$ cat src/rtl/icb_arb_pkg.sv
// ----------------------------------------------------------------------------
// icb_arb_pkg
// Shared types, widths and helpers for the ICB N-to-1 arbiter.
//   ICB_ADDR_W / ICB_DATA_W / ICB_MASK_W : ICB command field widths
//   MAX_MST                              : largest supported master count
//   arb_state_e                          : command FSM state encoding
//   rr_pick()                            : search-from-pointer winner select
// ----------------------------------------------------------------------------
package icb_arb_pkg;

    localparam int ICB_ADDR_W = 32;
    localparam int ICB_DATA_W = 64;
    localparam int ICB_MASK_W = 8;
    localparam int MAX_MST    = 8;

    typedef enum logic {
        ARB_IDLE = 1'b0,
        ARB_LOCK = 1'b1
    } arb_state_e;

    // Returns the first asserted valid found by searching upward from ptr
    // and wrapping at num. Returns 0 when nothing is valid; callers qualify
    // the result with the valid bit of the returned index.
    function automatic int rr_pick(input logic [MAX_MST-1:0] valid,
                                   input int ptr,
                                   input int num);
        int pick;
        int idx;
        pick = 0;
        // Walk offsets from the far end down so the smallest offset wins.
        for (int i = MAX_MST - 1; i >= 0; i--) begin
            if (i < num) begin
                idx = (ptr + i) % num;
                if (valid[idx[2:0]]) begin
                    pick = idx;
                end
            end
        end
        return pick;
    endfunction

endpackage

$ cat src/rtl/icb_arb_id_fifo.sv
// ----------------------------------------------------------------------------
// icb_arb_id_fifo
// In-order FIFO of master indices; one entry per outstanding command.
// Ports:
//   clk, rst          : clock, synchronous active-high reset (empties FIFO)
//   i_push, i_push_id : write an index (caller never pushes when full)
//   i_pop             : drop the head entry (caller never pops when empty)
//   o_full, o_empty   : occupancy flags
//   o_head            : index at the head of the FIFO
// ----------------------------------------------------------------------------
module icb_arb_id_fifo #(
    parameter int DEPTH = 4,
    parameter int W     = 1
) (
    input  logic         clk,
    input  logic         rst,
    input  logic         i_push,
    input  logic [W-1:0] i_push_id,
    input  logic         i_pop,
    output logic         o_full,
    output logic         o_empty,
    output logic [W-1:0] o_head
);

    localparam int PW = $clog2(DEPTH);
    localparam int CW = PW + 1;

    logic [W-1:0]  r_mem [DEPTH];
    logic [PW-1:0] r_wr_ptr;
    logic [PW-1:0] r_rd_ptr;
    logic [CW-1:0] r_count;

    // DEPTH is a power of two, so pointers wrap by natural overflow.
    always_ff @(posedge clk) begin
        if (rst) begin
            r_wr_ptr <= '0;
            r_rd_ptr <= '0;
            r_count  <= '0;
        end else begin
            if (i_push) begin
                r_mem[r_wr_ptr] <= i_push_id;
                r_wr_ptr        <= r_wr_ptr + 1'b1;
            end
            if (i_pop) begin
                r_rd_ptr <= r_rd_ptr + 1'b1;
            end
            if (i_push && !i_pop) begin
                r_count <= r_count + 1'b1;
            end else if (!i_push && i_pop) begin
                r_count <= r_count - 1'b1;
            end
        end
    end

    assign o_full  = (r_count == CW'(DEPTH));
    assign o_empty = (r_count == '0);
    assign o_head  = r_mem[r_rd_ptr];

endmodule

$ cat src/rtl/icb_arbiter.sv
// ----------------------------------------------------------------------------
// icb_arbiter
// Shares one downstream ICB slave port between NUM_MST upstream masters.
// Command channel: round-robin winner select (0-cycle latency), held via a
// LOCK state until the downstream handshake. Responses are routed back in
// order through an index FIFO of OUTST_DEPTH entries.
// Build option: define ICB_ARB_FIXED_PRIO_EN for fixed priority (master 0
// highest, no round-robin pointer).
// Handshake rule: a transfer happens on any cycle where valid && ready are
// both high at posedge clk; valid never depends on ready on the same side.
// Ports:
//   clk, rst              : clock, synchronous active-high reset
//   m_icb_cmd_*           : packed per-master command channels
//   m_icb_rsp_*           : per-master response valid/ready, shared data/err
//   s_icb_cmd_*           : muxed downstream command channel
//   s_icb_rsp_*           : downstream response channel
//   o_dbg_state           : command FSM state
// ----------------------------------------------------------------------------
module icb_arbiter
    import icb_arb_pkg::*;
#(
    parameter int NUM_MST     = 2,
    parameter int OUTST_DEPTH = 4,
    parameter int MST_IDX_W   = $clog2(NUM_MST)
) (
    input  logic                          clk,
    input  logic                          rst,
    input  logic [NUM_MST-1:0]            m_icb_cmd_valid,
    output logic [NUM_MST-1:0]            m_icb_cmd_ready,
    input  logic [NUM_MST*ICB_ADDR_W-1:0] m_icb_cmd_addr,
    input  logic [NUM_MST-1:0]            m_icb_cmd_read,
    input  logic [NUM_MST*ICB_DATA_W-1:0] m_icb_cmd_wdata,
    input  logic [NUM_MST*ICB_MASK_W-1:0] m_icb_cmd_wmask,
    output logic [NUM_MST-1:0]            m_icb_rsp_valid,
    input  logic [NUM_MST-1:0]            m_icb_rsp_ready,
    output logic [ICB_DATA_W-1:0]         m_icb_rsp_rdata,
    output logic                          m_icb_rsp_err,
    output logic                          s_icb_cmd_valid,
    input  logic                          s_icb_cmd_ready,
    output logic [ICB_ADDR_W-1:0]         s_icb_cmd_addr,
    output logic                          s_icb_cmd_read,
    output logic [ICB_DATA_W-1:0]         s_icb_cmd_wdata,
    output logic [ICB_MASK_W-1:0]         s_icb_cmd_wmask,
    input  logic                          s_icb_rsp_valid,
    output logic                          s_icb_rsp_ready,
    input  logic [ICB_DATA_W-1:0]         s_icb_rsp_rdata,
    input  logic                          s_icb_rsp_err,
    output arb_state_e                    o_dbg_state
);

    arb_state_e           r_state;
    arb_state_e           w_state_nxt;
    logic [MST_IDX_W-1:0] r_grant_idx;
    logic [MST_IDX_W-1:0] w_pick;
    logic [MST_IDX_W-1:0] w_sel;
    logic [MST_IDX_W-1:0] w_head;
    logic [MAX_MST-1:0]   w_valid_ext;
    logic                 w_full;
    logic                 w_empty;
    logic                 w_cmd_valid;
    logic                 w_cmd_hs;
    logic                 w_rsp_hs;

    always_comb begin
        w_valid_ext                = '0;
        w_valid_ext[NUM_MST-1:0]   = m_icb_cmd_valid;
    end

`ifdef ICB_ARB_FIXED_PRIO_EN
    assign w_pick = MST_IDX_W'(rr_pick(w_valid_ext, 0, NUM_MST));
`else
    logic [MST_IDX_W-1:0] r_rr_ptr;

    assign w_pick = MST_IDX_W'(rr_pick(w_valid_ext, int'(r_rr_ptr), NUM_MST));

    // Pointer moves to one past the master that just completed a command.
    always_ff @(posedge clk) begin
        if (rst) begin
            r_rr_ptr <= '0;
        end else if (w_cmd_hs) begin
            r_rr_ptr <= (w_sel == MST_IDX_W'(NUM_MST - 1)) ? '0 : w_sel + 1'b1;
        end
    end
`endif

    // ---------------- command FSM: state register ----------------
    always_ff @(posedge clk) begin
        if (rst) begin
            r_state     <= ARB_IDLE;
            r_grant_idx <= '0;
        end else begin
            r_state <= w_state_nxt;
            if (r_state == ARB_IDLE && w_cmd_valid && !s_icb_cmd_ready) begin
                r_grant_idx <= w_pick;
            end
        end
    end

    // ---------------- command FSM: next state ----------------
    always_comb begin
        w_state_nxt = r_state;
        case (r_state)
            ARB_IDLE: if (w_cmd_valid && !s_icb_cmd_ready) w_state_nxt = ARB_LOCK;
            ARB_LOCK: if (w_cmd_hs)                        w_state_nxt = ARB_IDLE;
            default:                                       w_state_nxt = ARB_IDLE;
        endcase
    end

    // ---------------- command FSM: outputs ----------------
    // In IDLE the pick's own valid bit equals "any valid" because the pick
    // lands on an asserted bit whenever one exists. Full FIFO blocks issue
    // even if a pop is happening now, keeping rsp out of the cmd path.
    always_comb begin
        w_sel       = (r_state == ARB_LOCK) ? r_grant_idx : w_pick;
        w_cmd_valid = !rst && !w_full && m_icb_cmd_valid[w_sel];
        o_dbg_state = r_state;
    end

    assign w_cmd_hs        = w_cmd_valid && s_icb_cmd_ready;
    assign s_icb_cmd_valid = w_cmd_valid;
    assign s_icb_cmd_addr  = m_icb_cmd_addr[int'(w_sel)*ICB_ADDR_W +: ICB_ADDR_W];
    assign s_icb_cmd_read  = m_icb_cmd_read[w_sel];
    assign s_icb_cmd_wdata = m_icb_cmd_wdata[int'(w_sel)*ICB_DATA_W +: ICB_DATA_W];
    assign s_icb_cmd_wmask = m_icb_cmd_wmask[int'(w_sel)*ICB_MASK_W +: ICB_MASK_W];

    always_comb begin
        for (int i = 0; i < NUM_MST; i++) begin
            m_icb_cmd_ready[i] = w_cmd_hs && (w_sel == MST_IDX_W'(i));
        end
    end

    // ---------------- response routing ----------------
    icb_arb_id_fifo #(
        .DEPTH (OUTST_DEPTH),
        .W     (MST_IDX_W)
    ) u_id_fifo (
        .clk       (clk),
        .rst       (rst),
        .i_push    (w_cmd_hs),
        .i_push_id (w_sel),
        .i_pop     (w_rsp_hs),
        .o_full    (w_full),
        .o_empty   (w_empty),
        .o_head    (w_head)
    );

    // Empty FIFO means nothing is owed; a stray downstream response is
    // neither accepted nor forwarded.
    assign s_icb_rsp_ready = !rst && !w_empty && m_icb_rsp_ready[w_head];
    assign w_rsp_hs        = s_icb_rsp_valid && s_icb_rsp_ready;
    assign m_icb_rsp_rdata = s_icb_rsp_rdata;
    assign m_icb_rsp_err   = s_icb_rsp_err;

    always_comb begin
        for (int i = 0; i < NUM_MST; i++) begin
            m_icb_rsp_valid[i] = !rst && !w_empty && s_icb_rsp_valid &&
                                 (w_head == MST_IDX_W'(i));
        end
    end

endmodule

$ cat config.mk
export PLATFORM = sky130hd
export DESIGN_NAME = icb_arbiter
export DESIGN_NICKNAME = d
export VERILOG_FILES = /design/src/rtl/icb_arb_pkg.sv /design/src/rtl/icb_arb_id_fifo.sv /design/src/rtl/icb_arbiter.sv
export SDC_FILE = /design/constraint.sdc
export NUM_CORES = 1
export LEC_CHECK = 0
export CAP_MARGIN = 15
export CORE_AREA = 2 2 177 179
export CTS_CLUSTER_SIZE = 24
export DETAILED_ROUTE_END_ITERATION = 6
export DIE_AREA = 0 0 179 181
export HOLD_SLACK_MARGIN = 0.03
export PLACE_DENSITY = 0.48
export SYNTH_ARGS = -nofsm -noshare
export SYNTH_HDL_FRONTEND = slang
export SYNTH_SLANG_ARGS = --single-unit
export TNS_END_PERCENT = 1
$ cat constraint.sdc
create_clock -name clk -period 3.56 [get_ports clk]
set_input_delay 1.068 -clock clk [delete_from_list [all_inputs] [get_ports clk]]
set_output_delay 1.068 -clock clk [all_outputs]
set_load 0.005 [all_outputs]
# --- Yosys cells after proc, flatten, opt, wreduce, memory -nomap -nowiden ---
# Memories as Yosys holds them, arrays and structs flattened. A register that Yosys moved wholly into a read port is not among the register bits.
# Cells that the tools add are included.
word_totals:
  regBits: 10
  latchBits: 0
  ramBits: 4
  mem_bits_ro: 0
  inputBits: 283
  output_inout_bits: 177
  n_memories: 1
mem_list:
  columns: ["name", "depth", "word_bits", "read_ports", "rd_clocked_by_memory_dff", "wr", "line_no", "rtl"]
  rows:
  - ["u_id_fifo.r_mem", 4, 1, 1, 1, 1, "icb_arb_id_fifo.sv:28", "logic [W-1:0] r_mem [DEPTH];"]
op_classes:
  addsub: 6
  n_mul: 0
  div_mod_pow: 0
  order_cmp: 4
  eq_ne: 1
  shifts: 3
  n_mux: 24
  bitwise_logic: 4
  n_reduce_logical: 24
op_table:
  columns: ["op", "count"]
  rows:
  - ["128-bit by 8-bit indexed part select with 64-bit output", 1]
  - ["64-bit by 7-bit indexed part select with 32-bit output", 1]
  - ["1-bit two-way mux", 18]
  - ["1-bit logical AND", 16]
  - ["16-bit by 5-bit indexed part select with 8-bit output", 1]
  - ["1-bit zero test", 6]
  - ["3-bit two-way mux", 2]
  - ["2-bit by 1-bit adder with 2-bit output (second input constant)", 2]
  - ["1-bit by 2-bit < comparator with 1-bit output (second input constant)", 2]
  - ["1-bit by 4-bit < comparator with 1-bit output (second input constant)", 1]
  - ["3-bit by 4-bit < comparator with 1-bit output (second input constant)", 1]
  - ["2-bit two-way mux", 2]
  - ["3-bit by 1-bit adder with 3-bit output (second input constant)", 1]
  - ["3-bit equality test (second input constant)", 1]
  - ["3-bit zero test", 1]
  - ["1-bit inverter", 3]
  - ["3-bit by 1-bit subtractor with 3-bit output (second input constant)", 1]
  - ["1-bit adder (second input constant)", 2]
  - ["1-bit binary-select mux with 2-bit select", 1]
  - ["1-bit one-hot mux with 2 select lines", 1]
  - ["2-bit nonzero test", 1]
  - ["1-bit AND (first input constant)", 1]

# --- Depth between registers and ports, before layout ---
# Gate-level depths: netlist of run 1.
logic_depth:
  word_depth: 15
  mapped_depth: 10

# --- By module ---
# Synthesis of run 1 repeated with hierarchy kept, for this count alone.
hier_totals:
  hier_cells: 264
  hier_area_um2: 2597.5
modules_own_cells:
  columns: ["mod", "instances", "cells_each", "area_each_um2", "seq_area_each_um2"]
  rows:
  - ["icb_arbiter", 1, 214, 2018.2, 60.1]
  - ["icb_arb_id_fifo", 1, 50, 579.3, 300.3]

# --- Worst setup path after synthesis of run 1 ---
# No wires, ideal clock.
synth_timing:
  path_type: "input-to-output"
  start: "input port m_icb_cmd_valid[0]"
  end: "output port s_icb_cmd_addr[0]"
  arrival_time_ns: 2.131
  t_required_ns: 2.492
  setup_slack_ns: 0.361
  cell_stages: 7
  path_buffers: 3
  cell_sequence: "inv_1 > o21ai_0 > o21ba_1 > buf_6 > buf_6 > buf_6 > mux2_4"
synth_via:
  elab_chain_cells: 6
  word_cells_on_any_way: 8
  cone_classes: "1 x shift; 7 x mux"
synth_rtl:
  columns: ["element", "line_no", "rtl"]
  rows:
  - ["start: declaration", "icb_arbiter.sv:28", "input logic [NUM_MST-1:0] m_icb_cmd_valid,"]
  - ["1-bit binary-select mux with 2-bit select", "icb_arb_pkg.sv:34", "if (valid[idx[2:0]]) begin"]
  - ["1-bit two-way mux (implied by the code)", "icb_arb_pkg.sv:34", null]
  - ["1-bit two-way mux", "icb_arb_pkg.sv:34", null]
  - ["1-bit two-way mux *", "icb_arb_pkg.sv:34", null]
  - ["1-bit two-way mux *", "icb_arbiter.sv:114", "w_sel = (r_state == ARB_LOCK) ? r_grant_idx : w_pick;"]
  - ["64-bit by 7-bit indexed part select with 32-bit output *", "icb_arbiter.sv:121", "assign s_icb_cmd_addr = m_icb_cmd_addr[int'(w_sel)*ICB_ADDR_W +: ICB_ADDR_W];"]
  - ["end: declaration", "icb_arbiter.sv:40", "output logic [ICB_ADDR_W-1:0] s_icb_cmd_addr,"]
# Mark *: on every way between the ends. The rest lies on a longest branch, timed or not. The select of a mux whose other input is x is not followed.

# --- Worst setup path in the final report of run 1 ---
layout_timing:
  start: "input port m_icb_cmd_valid[0]"
  end: "output port s_icb_cmd_wdata[20]"
layout_via:
  elab_chain_cells: 6
  word_cells_on_any_way: 8
  cone_classes: "1 x shift; 7 x mux"
layout_rtl:
  columns: ["element", "line_no", "rtl"]
  rows:
  - ["1-bit binary-select mux with 2-bit select", "icb_arb_pkg.sv:34", null]
  - ["1-bit two-way mux (implied by the code)", "icb_arb_pkg.sv:34", null]
  - ["1-bit two-way mux", "icb_arb_pkg.sv:34", null]
  - ["1-bit two-way mux *", "icb_arb_pkg.sv:34", null]
  - ["1-bit two-way mux *", "icb_arbiter.sv:114", null]
  - ["128-bit by 8-bit indexed part select with 64-bit output *", "icb_arbiter.sv:123", "assign s_icb_cmd_wdata = m_icb_cmd_wdata[int'(w_sel)*ICB_DATA_W +: ICB_DATA_W];"]
  - ["end: declaration", "icb_arbiter.sv:42", "output logic [ICB_DATA_W-1:0] s_icb_cmd_wdata,"]
# Marked as above.

==> results of run 1 <==
[worst register-to-register path, stage by stage (launching register included)]
cell and delay, ps:
dfxtp_1 330, mux4_2 520, mux2_2 320, nand2_2 110, ha_1 200, inv_1 60, fa_1 370, xor2_1 160
or3_1 300, a21oi_1 140
[cells in the mapped netlist (all sizes together), types with 2 or more instances]
cell    instances
o31ai           2
inv             6
nand2           3
buf            78
xor2            2
dfxtp          12
nor2            6
mux2i           4
and3            6
a21oi           4
mux2          106
ha              5
and2            3
edfxtp          4
nand3           4
o21ai           5
[placed cells by master, fill, tap and decap left out, drive strengths merged, types with 5 or more instances in the layout]
cell	synthesis	layout
clkdlybuf4s50	0	216
dfxtp	12	12
clkdlybuf4s15	0	21
inv	6	6
ha	5	5
o21ai	5	5
clkbuf	1	36
buf	78	106
and3	6	6
dlygate4sd2	0	10
mux2	106	106
nor2	6	6
[path summary, 6_finish.rpt]
kind	start	endpoint
setup / recovery	m_icb_cmd_valid[0]	s_icb_cmd_wdata[20]
hold / removal	u_id_fifo.r_rd_ptr[1]	u_id_fifo.r_rd_ptr[1]
setup reg to reg	flip-flop	u_id_fifo.r_count[2]
hold reg to reg	u_id_fifo.r_rd_ptr[1]	u_id_fifo.r_rd_ptr[1]
[area by class of cell]
class	count	area, um^2	area share
multi-input combinational	166	1850	0.283
sequential	16	360	0.0553
clock buffer	4	78.8	0.0121
timing repair buffer	387	3710	0.569
tap	396	495	0.0760
inverter	6	25.0	0.00384
antenna	1	2.50	0.000384
[repair_timing]
item                                    4_1_cts  5_1_grt
endpoints found under the setup margin      110      103
gates cloned                                  6        0
buffers inserted                             30        0
resized for setup                           352       44
pin swaps                                     2        3
[metal layers]
layer,part of all wire,up-vias
met5,0,-
met4,0.0019,0
met3,0.15,5
met2,0.46,259
met1,0.39,1431
li1,-,1518
[cell families (layout without fill, tap and decap cells)]
logic type / Yosys count / in the layout / synth area share
fa+ha+maj: 6 / 6 / 0.0304
compound gates: 16 / 16 / 0.0400
simple gates: 31 / 31 / 0.0654
other cells: 0 / 1 / 0
buf+inv: 85 / 397 / 0.225
mux: 111 / 111 / 0.501
flops: 16 / 16 / 0.133
xor+xnor: 2 / 2 / 0.00644
[through the flow]
stage,instance area [um^2],instances
after floorplan,2720,267
after global placement,6170,937
after detailed placement,6170,937
after CTS,6700,976
after global routing,6520,975
final,6520,976
[power breakdown]
group | internal [uW] | switching, uW
registers | 201 | 14.8
clock network | 152 | 67.4
logic | 642 | 301
total | 994 | 383
==> results.toml, run 1 <==
[run_status]
status = "complete, no violations"

[worst_setup_path]
cp_slowest_stage_delay_ps = 300
crit_fanout = 6
cp.depth = 10
arrival_ps = 2470
crit_buf_inv = 7
rrSetupSlack_ps = 980
startpoint_type = "input port"
worstSetupPathType = "in -> out"
crit_top_cell = "buf_12"
endpoint_kind = "primary output"
cp.required_ps = 2490
crit_chain = "buf_8 > inv_4 > o21ai_4 > o21ba_4 > buf_12 > buf_12 > buf_12 > buf_6 > mux2_4 > buf_6"
path_delay_family = "buffers and inverters"
slowest_stage = "mux2_4"
r2r.worst_path.cells = 9

[synthesis]
synth_top_area_frac = 0.323
synth_area_um2 = 2720
synth_warnings = 0
async_flop_share = 0
syn_nets = 556
synth-main-ff-cell = "dfxtp_1"
netlist_top_cells_area = "mux2_2 32%, buf_4 18%, mux2_4 15%"
ys_ff_latch = 16
synth_cells = 267
synth_edf_count = 4
syn_avg_cell_area_um2 = 10.2
synth_cell_types = 38
seq_area_frac_synth = 0.133
yosysTopAreaCell = "mux2_2"

[power_and_ir_drop]
irDropWorstVdd_uv = 151
power.density_nw_per_um2 = 211
p_total_uw = 1380
p_leak_uw = 0.00286

[floorplan]
start_util = 0.0896
row_count = 64
die_h_um = 181
die_area_um2 = 32400
core_um2 = 30300
die_w_um = 179
io_pins = 460

[clocking]
root_buffer = "clkbuf_16"
ctsHoldBuffers = 0
numCtsBuffers = 3
insertion_delay_ps = 240
path_clk_slew_ps = 50
cts_tree = "done"
cts_sinks = 16
cts_buffer_depth = 2
htreeDepth = 1

[place]
place.gp.congestion = 0.694
hpwl_um = 13500
dp_slack_ps = -892
port_buffers = 329

[sta]
setup_ws_ps = 23.6
setup_violations = 0
period_needed_ps = 3540
fmax_ghz = 0.283
worst_pin_slew_ps = 310
period_share = 0.993
slew_headroom = 0.791
finalSetupTns_ps = 0
hold_viol = 0
holdWs_ps = 451
final_max_slew_viol_count = 0
rsz0062_at_grt = "true"
clock_skew_ps = 4.14

[route]
drc_errors = 0
via_per_inst = 3.29
vias = 3213
drt_pre_antenna_iters = 4
totalWireLength_um = 16400
drt-wirelength-per-cell_um = 16.8
ant_nets = 0
drt-initial-drc-count = 63

[finish]
fillCellCount = 3346
drive_above_1_share = 0.444
final_core_util = 0.215
fin_nets = 869
syn2layout_area_growth_pct = 140

[hold_path]
hold_class = "reg -> reg"
hold_depth = 1

[grt]
grt_use_met2 = 0.158
top_usage_layer = "met2"
overflow = 0
use_met3 = 0.0532
grt_max_degree = 11
grt_pass1_wl_um = 22800
use_met1 = 0.112
grt_usage = 0.0953
grt_pass1_vias = 3540
antenna_found_initial = 1

[run]
maxCapViolCount = 0
Note: power is estimated with default switching activity, not from simulation.
==> run 2, diff against run 1 <==
GPL_TIMING_DRIVEN = 0   (was unset)
SYNTH_HIERARCHICAL = 1   (was unset)
==> run 2 against run 1 <==
Compared with the run above:
- the flow now finishes with violations (setup timing)
- largest power group unchanged
- non-clock buffer count increased by 111
- critical path type is now in -> reg
- cell area increased by 14%
- critical endpoint is now r_grant_idx
- critical path depth increased by 14
- first-iteration DRC count is 19% higher
- synthesized cell count is 1.1% lower
==> results.toml, run 2 <==
[power_and_ir_drop]
p_total_uw = 1490
power.density_nw_per_um2 = 201
irDropWorstVdd_uv = 185
p_leak_uw = 0.00300

[worst_setup_path]
worstSetupPathType = "in -> reg"
r2r.worst_path.cells = 23
rrSetupSlack_ps = 510
cp.required_ps = 3680
crit_fanout = 3
arrival_ps = 3680
reg2reg_from = "r_rr_ptr"
startpoint_type = "input port"
endpoint_kind = "flip-flop"
worstReg2RegEnd = "r_grant_idx"

[route]
via_per_inst = 3.23
drt-wirelength-per-cell_um = 17.4
totalWireLength_um = 18900
ant_nets = 0
drt-initial-drc-count = 75
drc_errors = 0
vias = 3499
drt_pre_antenna_iters = 4

[sta]
finalSetupTns_ps = -2.98
rsz0062_at_grt = "true"
clock_skew_ps = 2.64
setup_ws_ps = -2.98
final_max_slew_viol_count = 0
hold_viol = 0
period_needed_ps = 3560
setup_violations = 1
fmax_ghz = 0.281
period_share = 1.00
slew_headroom = 0.696
worst_pin_slew_ps = 455

[floorplan]
die_area_um2 = 32400
row_count = 64
core_um2 = 30300
die_h_um = 181
io_pins = 460
die_w_um = 179
start_util = 0.0856

[synthesis]
netlist_top_cells_area = "mux2_2 43%, buf_4 19%, dfxtp_1 9.2%"
synth_warnings = 6
synth_cells = 264
synth_area_um2 = 2600
synth_most_common_cell = "mux2_2"
synth_top_area_frac = 0.434
ys_ff_latch = 16
syn_avg_cell_area_um2 = 9.84
yosys-top-cells-count = "100 x mux2_2, 65 x buf_4, 12 x dfxtp_1, 11 x nor2_1, 10 x buf_2"
synth_edf_count = 4
synth_cell_types = 33
synth-main-ff-cell = "dfxtp_1"
async_flop_share = 0
seq_area_frac_synth = 0.139
yosysTopAreaCell = "mux2_2"
syn_nets = 553

[clocking]
insertion_delay_ps = 250
numCtsBuffers = 3
root_buffer = "clkbuf_16"
htreeDepth = 1
ctsHoldBuffers = 0
cts_tree = "done"
cts_sinks = 16
path_clk_slew_ps = 50
cts_buffer_depth = 2

[place]
hpwl_um = 16500
place.gp.congestion = 0.749
port_buffers = 393
dp_slack_ps = -867
dpl_cell_area_um2 = 7030

[finish]
seqCellArea_um2 = 360
fillCellCount = 3283
final_cell_mix = "283 x clkdlybuf4s50_1, 100 x mux2_2, 81 x buf_4"
final_common_cell = "clkdlybuf4s50_1"
syn2layout_area_growth_pct = 185
drive_above_1_share = 0.342
final_core_util = 0.244
fin_area_um2 = 7400
multi_input_area_um2 = 1660
fin_nets = 977
antennaDiodeCount = 0

[hold_path]
hold_class = "reg -> reg"
hold_path_end = "r_rr_ptr"
hold_start = "r_rr_ptr"
hold_depth = 2

[run_status]
status = "finished, violations left"
violations = "setup timing"

[grt]
grt_usage = 0.110
antenna_found_initial = 0
grt_pass1_wl_um = 25900
grt_pass1_vias = 3862
grt_max_degree = 14
overflow = 0

[run]
maxCapViolCount = 0
-- run 2: worst max path at each step --
stage | from | endpoint | depth (start not counted)
after global placement | m_icb_cmd_valid[0] | s_icb_cmd_wdata[63] | 7
final | m_icb_cmd_valid[0] | r_grant_idx | 24
after CTS | m_icb_cmd_valid[0] | s_icb_cmd_addr[4] | 8
after global routing | m_icb_cmd_valid[0] | r_grant_idx | 24
after floorplan | m_icb_cmd_valid[0] | s_icb_cmd_wdata[41] | 6
after detailed placement | m_icb_cmd_valid[0] | s_icb_cmd_wdata[63] | 7
-- run 2: layout make-up --
class / instances / share of cell area
Buffer: 79 / 0.0963
Tap cell: 396 / 0.0669
Multi-Input combinational cell: 163 / 0.225
Clock buffer: 3 / 0.0101
Timing Repair Buffer: 419 / 0.550
Inverter: 6 / 0.00304
Sequential cell: 16 / 0.0487
Clock inverter: 1 / 0.000507
-- run 2: timing repair --
item / CTS / global route
gates cloned: 1 / 0
setup buffers: 25 / 1
pin swaps: 3 / 2
resized for setup: 210 / 17
setup endpoints to repair: 108 / 36
-- run 2: worst max-delay path, cell delays in order --
cell      delay [ps]
buf_8             80
nand2b_4          60
buf_6            110
buf_4            120
buf_4            120
buf_4            120
buf_4            120
buf_4            120
buf_4            120
buf_4            120
buf_4            120
buf_4            120
buf_4            120
buf_4            130
buf_4            130
buf_6            110
buf_6            100
buf_6            100
buf_6            100
buf_6            100
buf_6            100
buf_6            100
nand4_1          120
a21oi_2           70
-- run 2: routing by layer --
metal	track usage	up-vias	wire [um]
li1	-	1703	-
met1	0.133	1600	7690
met2	0.201	192	9790
met3	0.0227	4	1290
met4	0.0137	0	95
met5	0	-	0
-- run 2: where the power goes --
group / leakage [uW] / internal (uW) / switching (uW) / total (uW)
sequential: 0.000135 / 200 / 12.8 / 213
clock: 0.0000385 / 149 / 70.2 / 219
combinational: 0.00283 / 711 / 344 / 1050
-- run 2: through the flow --
step | hold slack (ps) | std cells
final | 478 | 1083
after global routing | 502 | 1083
after CTS | 480 | 1083
after detailed placement | 467 | 1053
after global placement | 464 | 1053
after floorplan | 448 | 264
-- run 2: cells by family after synthesis --
logic type	synth area share
multiplexers	0.492
AO/OA/AOI/OAI	0.0188
AND/OR/NAND/NOR	0.0713
flip-flops	0.139
buffers and inverters	0.230
XOR/XNOR	0.0169
adder cells (fa/ha/maj)	0.0318
==> run 3, diff against run 2 <==
GPL_ROUTABILITY_DRIVEN = 0   (was unset)
REMOVE_ABC_BUFFERS = 1   (was unset)
==> run 3 against run 2 <==
Compared with the run above:
- the run now ends clean
- combinational power shrank 11%
- sequential power hardly changed
- non-clock buffer count down 141
- clock power barely moved
- critical path depth down 18
- first-iteration DRC count grew 57%
- highest routed layer is now met5
==> results.toml, run 3 (synthesized netlist as in run 2, its figures left out) <==
[sta]
worst_pin_slew_ps = 553
fmax_ghz = 0.283
final_max_slew_viol_count = 0
hold_viol = 0
clock_skew_ps = 1.39
setup_violations = 0
period_share = 0.993
finalSetupTns_ps = 0
period_needed_ps = 3540
slew_headroom = 0.631
rsz0062_at_grt = "true"
setup_ws_ps = 23.3

[finish]
fin_nets = 841
final_core_util = 0.209
final_cell_mix = "222 x clkdlybuf4s50_1, 87 x mux2_2, 55 x dlygate4sd2_1"
syn2layout_area_growth_pct = 145
final_common_cell = "clkdlybuf4s50_1"
drive_above_1_share = 0.285
antennaDiodeCount = 0
fin_area_um2 = 6360

[place]
port_buffers = 329
dpl_cell_area_um2 = 5850
hpwl_um = 17500
dp_slack_ps = -1280

[route]
drt-initial-drc-count = 118
via_per_inst = 3.34
drt_pre_antenna_iters = 4
vias = 3159
totalWireLength_um = 21900
drt-wirelength-per-cell_um = 23.1
drc_errors = 0
ant_nets = 0

[worst_setup_path]
worstSetupPathType = "in -> out"
r2r.worst_path.cells = 11
worstReg2RegEnd = "u_id_fifo/r_count[2]"
cp.required_ps = 2490
arrival_ps = 2470
rrSetupSlack_ps = 830
startpoint_type = "input port"
crit_fanout = 18
endpoint_kind = "primary output"

[run_status]
status = "complete, no violations"

[grt]
overflow = 0
grt_pass1_wl_um = 27700
antenna_found_initial = 1
grt_max_degree = 19
grt_usage = 0.126
grt_pass1_vias = 3248

[floorplan]
die_h_um = 181
core_um2 = 30300
die_area_um2 = 32400
die_w_um = 179
start_util = 0.0856
io_pins = 460
row_count = 64

[clocking]
root_buffer = "clkbuf_16"
cts_buffer_depth = 2
htreeDepth = 1
cts_tree = "done"
path_clk_slew_ps = 50
numCtsBuffers = 3
insertion_delay_ps = 250
cts_sinks = 16
ctsHoldBuffers = 0

[hold_path]
hold_start = "r_rr_ptr"
hold_class = "reg -> reg"
hold_path_end = "r_rr_ptr"
hold_depth = 2

[power_and_ir_drop]
irDropWorstVdd_uv = 145
p_total_uw = 1370
p_leak_uw = 0.00257
power.density_nw_per_um2 = 216

[run]
maxCapViolCount = 0
## run 3: layout make-up
| type | count | area [um^2] |
|---|---|---|
| fill | 3300 | 24000 |
| sequential | 16 | 360 |
| multi-input combinational | 168 | 1800 |
| tap | 396 | 495 |
| timing repair buffer | 357 | 3600 |
| clock inverter | 1 | 3.75 |
| inverter | 6 | 22.5 |
| clock buffer | 3 | 75.1 |
## run 3: worst max path at each step
| stage | cells past startpoint | startpoint | slack (ps) | endpoint |
|---|---|---|---|---|
| floorplan | 3 | m_icb_cmd_valid[0] | -1760 | s_icb_cmd_addr[0] |
| detailed placement | 6 | m_icb_cmd_valid[0] | -1280 | s_icb_cmd_wdata[9] |
| global placement | 5 | m_icb_cmd_valid[0] | -4500 | s_icb_cmd_addr[7] |
| finish | 6 | rst | 20 | m_icb_cmd_ready[1] |
| CTS | 6 | m_icb_cmd_valid[0] | -140 | s_icb_cmd_addr[16] |
| global route | 6 | rst | -70 | m_icb_cmd_ready[1] |
## run 3: power breakdown
part	total [uW]	switching [uW]	internal, uW
Sequential	213	12.9	200
Combinational	936	322	615
Clock	220	71.3	149
## run 3: layer usage
metal	track usage	part of all wire	vias to the layer above
met5	0.0633	0.012	-
met3	0.110	0.18	12
li1	-	-	1450
met4	0.0120	0.0067	4
met1	0.153	0.41	1403
met2	0.164	0.39	290
## run 3: critical path, stage by stage
cell and delay (ps):
clkdlybuf4s15_2 350, nor3b_2 210, o211ai_1 140, inv_2 90
and2_1 110, clkdlybuf4s50_1 500
## run 3: timing repair
item / 4_1_cts / 5_1_grt
hold endpoints to repair: 0 / 0
pin swaps: 2 / 0
resized for setup: 151 / 43
setup buffers: 9 / 14
gates cloned: 7 / 2
endpoints found under the setup margin: 112 / 49
## run 3: through the flow
stage / instances / hold slack, ps
global route: 947 / 522
detailed placement: 911 / 469
global placement: 910 / 459
floorplan: 185 / 447
CTS: 931 / 483
finish: 947 / 476
